--- config.mk ---
export PLATFORM = sky130hd
export DESIGN_NAME = datapath_run_ctrl
export DESIGN_NICKNAME = d
export VERILOG_FILES = /design/src/rtl/datapath_run_ctrl.sv
export SDC_FILE = /design/constraint.sdc
export NUM_CORES = 1
export LEC_CHECK = 0
export BUFFER_PORTS_ARGS = -buffer_cell sky130_fd_sc_hd__buf_4
export CAP_MARGIN = 15
export CORE_MARGIN = 1
export CORE_UTILIZATION = 30
export CTS_CLUSTER_SIZE = 10
export DETAILED_ROUTE_END_ITERATION = 10
export PLACE_DENSITY = 0.53
export RECOVER_POWER = 50
export SYNTH_ARGS = -nofsm -noshare
export SYNTH_HDL_FRONTEND = slang
export SYNTH_SLANG_ARGS = --single-unit
--- constraint.sdc ---
create_clock -name clk -period 4.75 [get_ports clk]
set_clock_uncertainty 0.15 [all_clocks]
set_input_delay 0.475 -clock clk [delete_from_list [all_inputs] [get_ports clk]]
set_output_delay 0.475 -clock clk [all_outputs]
set_load 0.01 [all_outputs]
--- src/rtl/datapath_run_ctrl.sv ---
// Run/stop sequencer for the datapath core: start, stop, single-step, halt-cause reporting.
// Optional PC breakpoint and its skip flag are built only when RUN_CTRL_BREAKPOINT_EN is defined.
module datapath_run_ctrl #(
  parameter int unsigned PC_W       = 8,
  parameter int unsigned DATA_W     = 32,
  parameter int unsigned CNT_W      = 16,
  parameter int unsigned MAX_CYCLES = 1000
) (
  input  logic              clk,
  input  logic              rst_n,
  input  logic              start,
  input  logic              step,
  input  logic              stop,
  input  logic              bp_valid,
  input  logic [PC_W-1:0]   bp_addr,
  input  logic [PC_W-1:0]   core_pc,
  input  logic [DATA_W-1:0] core_result,
  output logic              core_en,
  output logic              core_rst_n,
  output logic [1:0]        state,
  output logic [2:0]        halt_cause,
  output logic [CNT_W-1:0]  cycle_count,
  output logic [DATA_W-1:0] last_result,
  output logic              done
);

  localparam logic [1:0] S_IDLE = 2'd0;
  localparam logic [1:0] S_INIT = 2'd1;
  localparam logic [1:0] S_RUN  = 2'd2;
  localparam logic [1:0] S_HALT = 2'd3;

  localparam logic [2:0] C_NONE = 3'd0;
  localparam logic [2:0] C_STOP = 3'd1;
  localparam logic [2:0] C_BP   = 3'd2;
  localparam logic [2:0] C_LOOP = 3'd3;
  localparam logic [2:0] C_WD   = 3'd4;

  logic [1:0]      next_state;
  logic [2:0]      cause_c;
  logic [PC_W-1:0] prev_pc;
  logic            prev_en;
  logic            step_pend;
  logic            bp_hit_c;
  logic            loop_hit_c;
  logic            wd_hit_c;

`ifdef RUN_CTRL_BREAKPOINT_EN
  logic skip;
  // Skip flag lets the instruction at the breakpoint run once after launch/resume.
  assign bp_hit_c = bp_valid && (core_pc == bp_addr) && !skip;
`else
  logic unused_bp;
  assign unused_bp = ^{bp_valid, bp_addr};
  assign bp_hit_c  = 1'b0;
`endif

  assign loop_hit_c = prev_en && (core_pc == prev_pc);
  assign wd_hit_c   = (cycle_count == CNT_W'(MAX_CYCLES));

  // Next state, halt cause and combinational core controls
  always_comb begin
    next_state = state;
    cause_c    = C_NONE;
    core_en    = 1'b0;
    core_rst_n = 1'b1;
    case (state)
      S_IDLE: if (start) next_state = S_INIT;
      S_INIT: begin
        core_rst_n = 1'b0;
        next_state = S_RUN;
      end
      S_RUN: begin
        if (stop)            cause_c = C_STOP;
        else if (bp_hit_c)   cause_c = C_BP;
        else if (loop_hit_c) cause_c = C_LOOP;
        else if (wd_hit_c)   cause_c = C_WD;
        if (cause_c != C_NONE) next_state = S_HALT;
        else                   core_en    = 1'b1;
      end
      default: begin
        core_en = step_pend;
        if (start) next_state = S_RUN;
      end
    endcase
    if (!rst_n) begin
      core_en    = 1'b0;
      core_rst_n = 1'b0;
    end
  end

  // State, counters and captured results
  always_ff @(posedge clk) begin
    if (!rst_n) begin
      state       <= S_IDLE;
      halt_cause  <= C_NONE;
      cycle_count <= '0;
      last_result <= '0;
      done        <= 1'b0;
      prev_pc     <= '0;
      prev_en     <= 1'b0;
      step_pend   <= 1'b0;
`ifdef RUN_CTRL_BREAKPOINT_EN
      skip        <= 1'b0;
`endif
    end else begin
      state     <= next_state;
      done      <= (state == S_RUN) && (next_state == S_HALT);
      prev_en   <= core_en;
      step_pend <= (state == S_HALT) && step && !start;
      if (core_en) begin
        if (cycle_count != '1) cycle_count <= cycle_count + CNT_W'(1);
        last_result <= core_result;
        prev_pc     <= core_pc;
`ifdef RUN_CTRL_BREAKPOINT_EN
        skip        <= 1'b0;
`endif
      end
      // State-specific updates come last so a resume overrides the step cycle's skip clear.
      case (state)
        S_INIT: begin
          cycle_count <= '0;
          halt_cause  <= C_NONE;
`ifdef RUN_CTRL_BREAKPOINT_EN
          skip        <= 1'b1;
`endif
        end
        S_RUN: if (cause_c != C_NONE) halt_cause <= cause_c;
        S_HALT: if (start) begin
          halt_cause <= C_NONE;
`ifdef RUN_CTRL_BREAKPOINT_EN
          skip       <= 1'b1;
`endif
        end
        default: ;
      endcase
    end
  end

endmodule

# [Yosys cells after proc, flatten, opt, wreduce, memory -nomap -nowiden]
# Cells that the tools add are included.
[op_classes] n_addsub=1 eq_ne=9 n_mux=17 n_bitwise=1 reduce_logical=13
[op_table] operator="two-way mux 3 bit" n=7
[op_table] operator="adder 16 x 1 -> 16 bit, second input constant" n=1
[op_table] operator="== test 16 x 10 -> 1 bit, second input constant" n=1
[op_table] operator="!= test 16 bit, second input constant" n=1
[op_table] operator="case mux 3 bit (3 select lines)" n=1
[op_table] operator="nonzero test 3 bit" n=3
[op_table] operator="== test 8 bit" n=1
[op_table] operator="== test 2 bit, second input constant" n=3
[op_table] operator="two-way mux 2 bit" n=3
[op_table] operator="case mux 2 bit (3 select lines)" n=1
[op_table] operator="logical AND 1 bit" n=4
[op_table] operator="two-way mux 1 bit" n=4
[op_table] operator="OR reduction 2 bit" n=2
[op_table] operator="AND reduction 3 bit" n=1
[op_table] operator="== test 2 x 1 -> 1 bit, second input constant" n=1
[op_table] operator="logical NOT 2 bit" n=1
[op_table] operator="!= test 2 x 1 -> 1 bit, second input constant" n=1
[op_table] operator="!= test 2 bit, second input constant" n=1
[op_table] operator="case mux 1 bit (2 select lines)" n=1
[op_table] operator="AND reduction 2 bit" n=1
[op_table] operator="logical NOT 1 bit" n=1
[op_table] operator="NOT 1 bit" n=1
[word_totals] ff_bits=64

# [Longest topological paths before layout]
[logic_depth] ltp_word=10 depth_mapped=10

# [Least setup slack after synthesis]
# Ideal clock, no wire load.
[synth_timing] kind="register to output" from="register cycle_count[0]" to="output core_en" arrival_time_ps=1921 slack_ps=2204 path_stages_with_launch=10 n_path_buf=2 cell_sequence="dfxtp_1 inv_1 ha_1 or3b_2 nor4_4 a311oi_2 a21oi_2 buf_4 buf_4 nor2_1"
[synth_between] elab_chain_len=9
[synth_rtl] element="from (decl)" line_no="22" source="output logic [CNT_W-1:0] cycle_count,"
[synth_rtl] element="from (signal assigned)" line_no="111" source="if (cycle_count != '1) cycle_count <= cycle_count + CNT_W'(1);"
[synth_rtl] element="== test 16 x 10 -> 1 bit" line_no="58" source="assign wd_hit_c = (cycle_count == CNT_W'(MAX_CYCLES));"
[synth_rtl] element="two-way mux 3 bit" line_no="76" source="else if (wd_hit_c) cause_c = C_WD;"
[synth_rtl] element="two-way mux 3 bit" line_no="75" source="else if (loop_hit_c) cause_c = C_LOOP;"
[synth_rtl] element="two-way mux 3 bit" line_no="73" source="if (stop) cause_c = C_STOP;"
[synth_rtl] element="two-way mux 3 bit" line_no="66" source="case (state)"
[synth_rtl] element="nonzero test 3 bit" line_no="77" source="if (cause_c != C_NONE) next_state = S_HALT;"
[synth_rtl] element="two-way mux 1 bit" line_no="77"
[synth_rtl] element="case mux 1 bit (2 select lines)" line_no="66"
[synth_rtl] element="two-way mux 1 bit" line_no="85" source="if (!rst_n) begin"
[synth_rtl] element="to (decl)" line_no="18" source="output logic core_en,"
# No other way between the ends. The select of a mux whose other input is x is not followed.

# [Worst setup path in the final report]
[layout_timing] from="input rst_n" to="output core_en"
[layout_between] elab_chain_len=1
[layout_rtl] element="from (decl)" line_no="10" source="input logic rst_n,"
[layout_rtl] element="two-way mux 1 bit" line_no="85"
# No other way between the ends.

==> results_tabular.tex <==
\begin{tabular}{lr}
\hline
Metric & Value \\
\hline
\multicolumn{2}{l}{\textbf{Run status}} \\
Outcome & finished with violations \\
Failing checks & capacitance limit, slew limit \\
\multicolumn{2}{l}{\textbf{Min path}} \\
Worst hold path class & input pin to flip-flop \\
\multicolumn{2}{l}{\textbf{CTS}} \\
Buffer cell driving the clock tree root & clkbuf\_8 \\
CTS sink count & 64 \\
Clk slew on worst S/H paths & roughly 0.070 ns \\
Post-CTS setup buffer count & 0 \\
\# hold bufs at CTS & 0 \\
Clock tree from TritonCTS & yes \\
Maximum buffer depth of the clock tree & 2 \\
\# resized after CTS & 0 \\
Number of buffers created by CTS & 9 \\
Clock Latency Late Sink & between 0.3 and 0.4 ns \\
H-tree levels & 3 \\
\multicolumn{2}{l}{\textbf{Setup path}} \\
Critical path required time & a little over 4 ns \\
Worst path cell trace & clkbuf\_1 > clkinv\_1 > clkbuf\_1 > nor2\_1 > buf\_4 \\
Longest individual stage delay on the worst path & between 1.5 and 2 ns \\
Launching element type of the critical path & input pin \\
Critical path start-end classification & input pin to output pin \\
Signal arrival time at the worst endpoint & roughly 2.9 ns \\
Library cell appearing most often on the critical path & clkbuf\_1 \\
Largest fanout on the critical path & 52 \\
Crit path buf inv count & 4 \\
Family with the most delay on the worst path & buffers and inverters \\
Endpoint kind of the worst setup timing path & output pin \\
Critical-path cell with the highest stage delay & clkbuf\_1 \\
\multicolumn{2}{l}{\textbf{Placement}} \\
Half-perimeter wire length after placement & a little under 5000 um \\
Final weighted congestion in routability-driven placement & 0.778 \\
Placed Cells & 530 \\
Count of buffers from port buffering & 100 \\
\multicolumn{2}{l}{\textbf{Timing}} \\
Setup repair after global routing missed its margin & false \\
Top achievable clock speed & 0.286 GHz \\
Relative max-transition margin & -0.578 \\
Final hold violation count & 0 \\
Final total negative setup slack & 0 ns \\
Crit share post-route & 0.737 \\
Number of setup violations in the final report & 0 \\
Final-report max-slew violation count & 53 \\
Min Clock Period, post-route & 3.50 ns \\
Measured slew at the worst slew-check pin & 2.37 ns \\
Hold Worst Slack & roughly 0.23 ns \\
\multicolumn{2}{l}{\textbf{Power and ir drop}} \\
Worst VDD drop & 134 uV \\
Power density over the cells & 326 nW/um\^{}2 \\
Leakage dissipation & 1.26 nW \\
\multicolumn{2}{l}{\textbf{Final layout}} \\
Most frequent standard cell in the layout excluding fill and tap cells & nand2\_1 \\
Post-route non-filler standard cell count & 546 \\
Number of diodes & 0 \\
Share of final-layout standard cells stronger than drive strength 1 & 0.155 \\
Synth-to-Final Area Change & 30.0\% \\
Net count of the finished layout & approximately 490 \\
Total of fill cells in the finished design & between 900 and 1000 \\
Highest-count cells in the layout ignoring fill and taps & nand2\_1, dfxtp\_1, clkbuf\_1, a21oi\_1, buf\_4 \\
\multicolumn{2}{l}{\textbf{Die}} \\
Width of the die & approximately 97 um \\
Initial core utilization & 0.311 \\
Core area & roughly 8700 um\^{}2 \\
Die Area & 9440 um\^{}2 \\
IO Pins & 110 \\
Floorplan row count & 34 \\
Die extent in y & between 90 and 100 um \\
\multicolumn{2}{l}{\textbf{Yosys}} \\
Part of the Yosys area used for sequential elements & 0.472 \\
Instance count of the mapped netlist & roughly 340 \\
Average footprint of a synthesized cell & about 8.1 um\^{}2 \\
Synth Net Count & approximately 400 \\
Post-synth EDFFs & 0 \\
Main synth FF type & dfxtp\_1 \\
Ys async rst share & 0 \\
Yosys reg bits & 64 \\
Netlist cell types & 44 \\
Netlist area before placement & about 2700 um\^{}2 \\
Warnings from Yosys & 0 \\
\multicolumn{2}{l}{\textbf{GRT}} \\
Total global-route track usage & 0.152 \\
Largest net degree at the start of global routing & between 50 and 60 \\
Global-route wire length before repair & approximately 12000 um \\
Antenna violations before repair & 0 \\
Remaining Overflow, GRT & 0 \\
Via count of the first global-routing pass & about 2400 \\
\multicolumn{2}{l}{\textbf{Run}} \\
Max-capacitance violation count & 1 \\
\multicolumn{2}{l}{\textbf{Routing}} \\
Antenna Nets Post-Route & 0 \\
DR pass1 iterations & 4 \\
Total via count after detailed routing & roughly 2600 \\
DRC marker count from the first detailed-route iteration & 71 \\
Routed via count divided by cell count & between 4 and 5 \\
WL per Instance & 13.1 um \\
Overall routed net length & 7130 um \\
Wire length on met3 & around 380 um \\
Post-detailed-route DRC marker count & 0 \\
Highest metal layer used by the detailed router & met4 \\
Routed length on met2 & 3370 um \\
Met1 Wirelength & $\sim$3300 um \\
\hline
\end{tabular}
==> per-stage QoR <==
stage / utilization / power (W) / cell area (um^2) / setup WS, ns
6_report: 0.405 / 0.00115 / 3530 / 1.25
3_5_place_dp: 0.406 / 0.000687 / 3540 / 1.45
3_3_place_gp: 0.406 / 0.000685 / 3540 / 1.50
2_1_floorplan: - / 0.000626 / 2720 / 2.20
5_1_grt: 0.405 / 0.00121 / 3530 / 1.04
4_1_cts: 0.430 / 0.00118 / 3750 / 1.37
==> sequential cells by signal (all words and copies together), names as in the netlist <==
register and cells:
prev_en 1, prev_pc 8, halt_cause 3, step_pend 1, cycle_count 16, last_result 32, done 1, state 2
==> where the power goes <==
group	internal, W	switching [W]	total [W]
clock network	0.000269	0.000219	0.000488
logic	0.0000451	0.0000589	0.000104
registers	0.000550	0.00000829	0.000558
==> worst paths after layout <==
| path | startpoint | end | slack (ns) | cells past startpoint |
|---|---|---|---|---|
| max | rst_n | core_en | 1.25 | 5 |
| min | core_result[27] | last_result[27]$_SDFFE_PN0P_ | 0.23 | 3 |
| max reg2reg | cycle_count[0]$_SDFFE_PN0P_ | cycle_count[11]$_SDFFE_PN0P_ | 1.46 | 9 |
| min reg2reg | last_result[25]$_SDFFE_PN0P_ | last_result[25]$_SDFFE_PN0P_ | 0.30 | 2 |
==> tightest hold or removal path, stage by stage <==
cell and delay, ns:
buf_4 0.11, nand2_1 0.04, a21oi_1 0.05
==> logic make-up (layout without fill, tap and decap cells) <==
logic type | Yosys count | count (layout) | share of synthesized area
adders and majority gates | 2 | 2 | 0.00922
buffers and inverters | 26 | 128 | 0.0461
muxes | 1 | 1 | 0.00369
xor gates and xnor gates | 9 | 9 | 0.0290
and+or+nand+nor | 149 | 149 | 0.257
AOI/OAI and AO/OA | 85 | 85 | 0.183
DFF | 64 | 64 | 0.472
==> cells in the mapped netlist (all sizes together), types with 6 or more instances <==
cell type	count	area, um^2
inv	8	30.0
buf	8	57.6
xor2	7	61.3
nand2	93	349
nand3	7	35.0
dfxtp	64	1280
o31ai	6	45.0
o21ai	10	50.0
clkbuf	10	37.5
or3	7	43.8
nor2	12	45.0
or4	6	45.0
a21oi	56	284
nand4	8	50.1
==> final cells by class <==
cell class | count | area, um^2 | area share
multi-input combinational | 246 | 1310 | 0.371
sequential | 64 | 1280 | 0.363
timing repair buffer | 104 | 567 | 0.161
clock buffer | 11 | 151 | 0.0429
tap | 108 | 135 | 0.0383
clock inverter | 5 | 55.1 | 0.0156
inverter | 8 | 30.0 | 0.00851
==> layer usage <==
metal,GRT usage,up-vias
met5,0,-
met4,0.0448,0
met3,0.0554,6
met2,0.250,60
met1,0.185,1212
li1,-,1358
No activity file was read; power rests on OpenSTA's default activity.
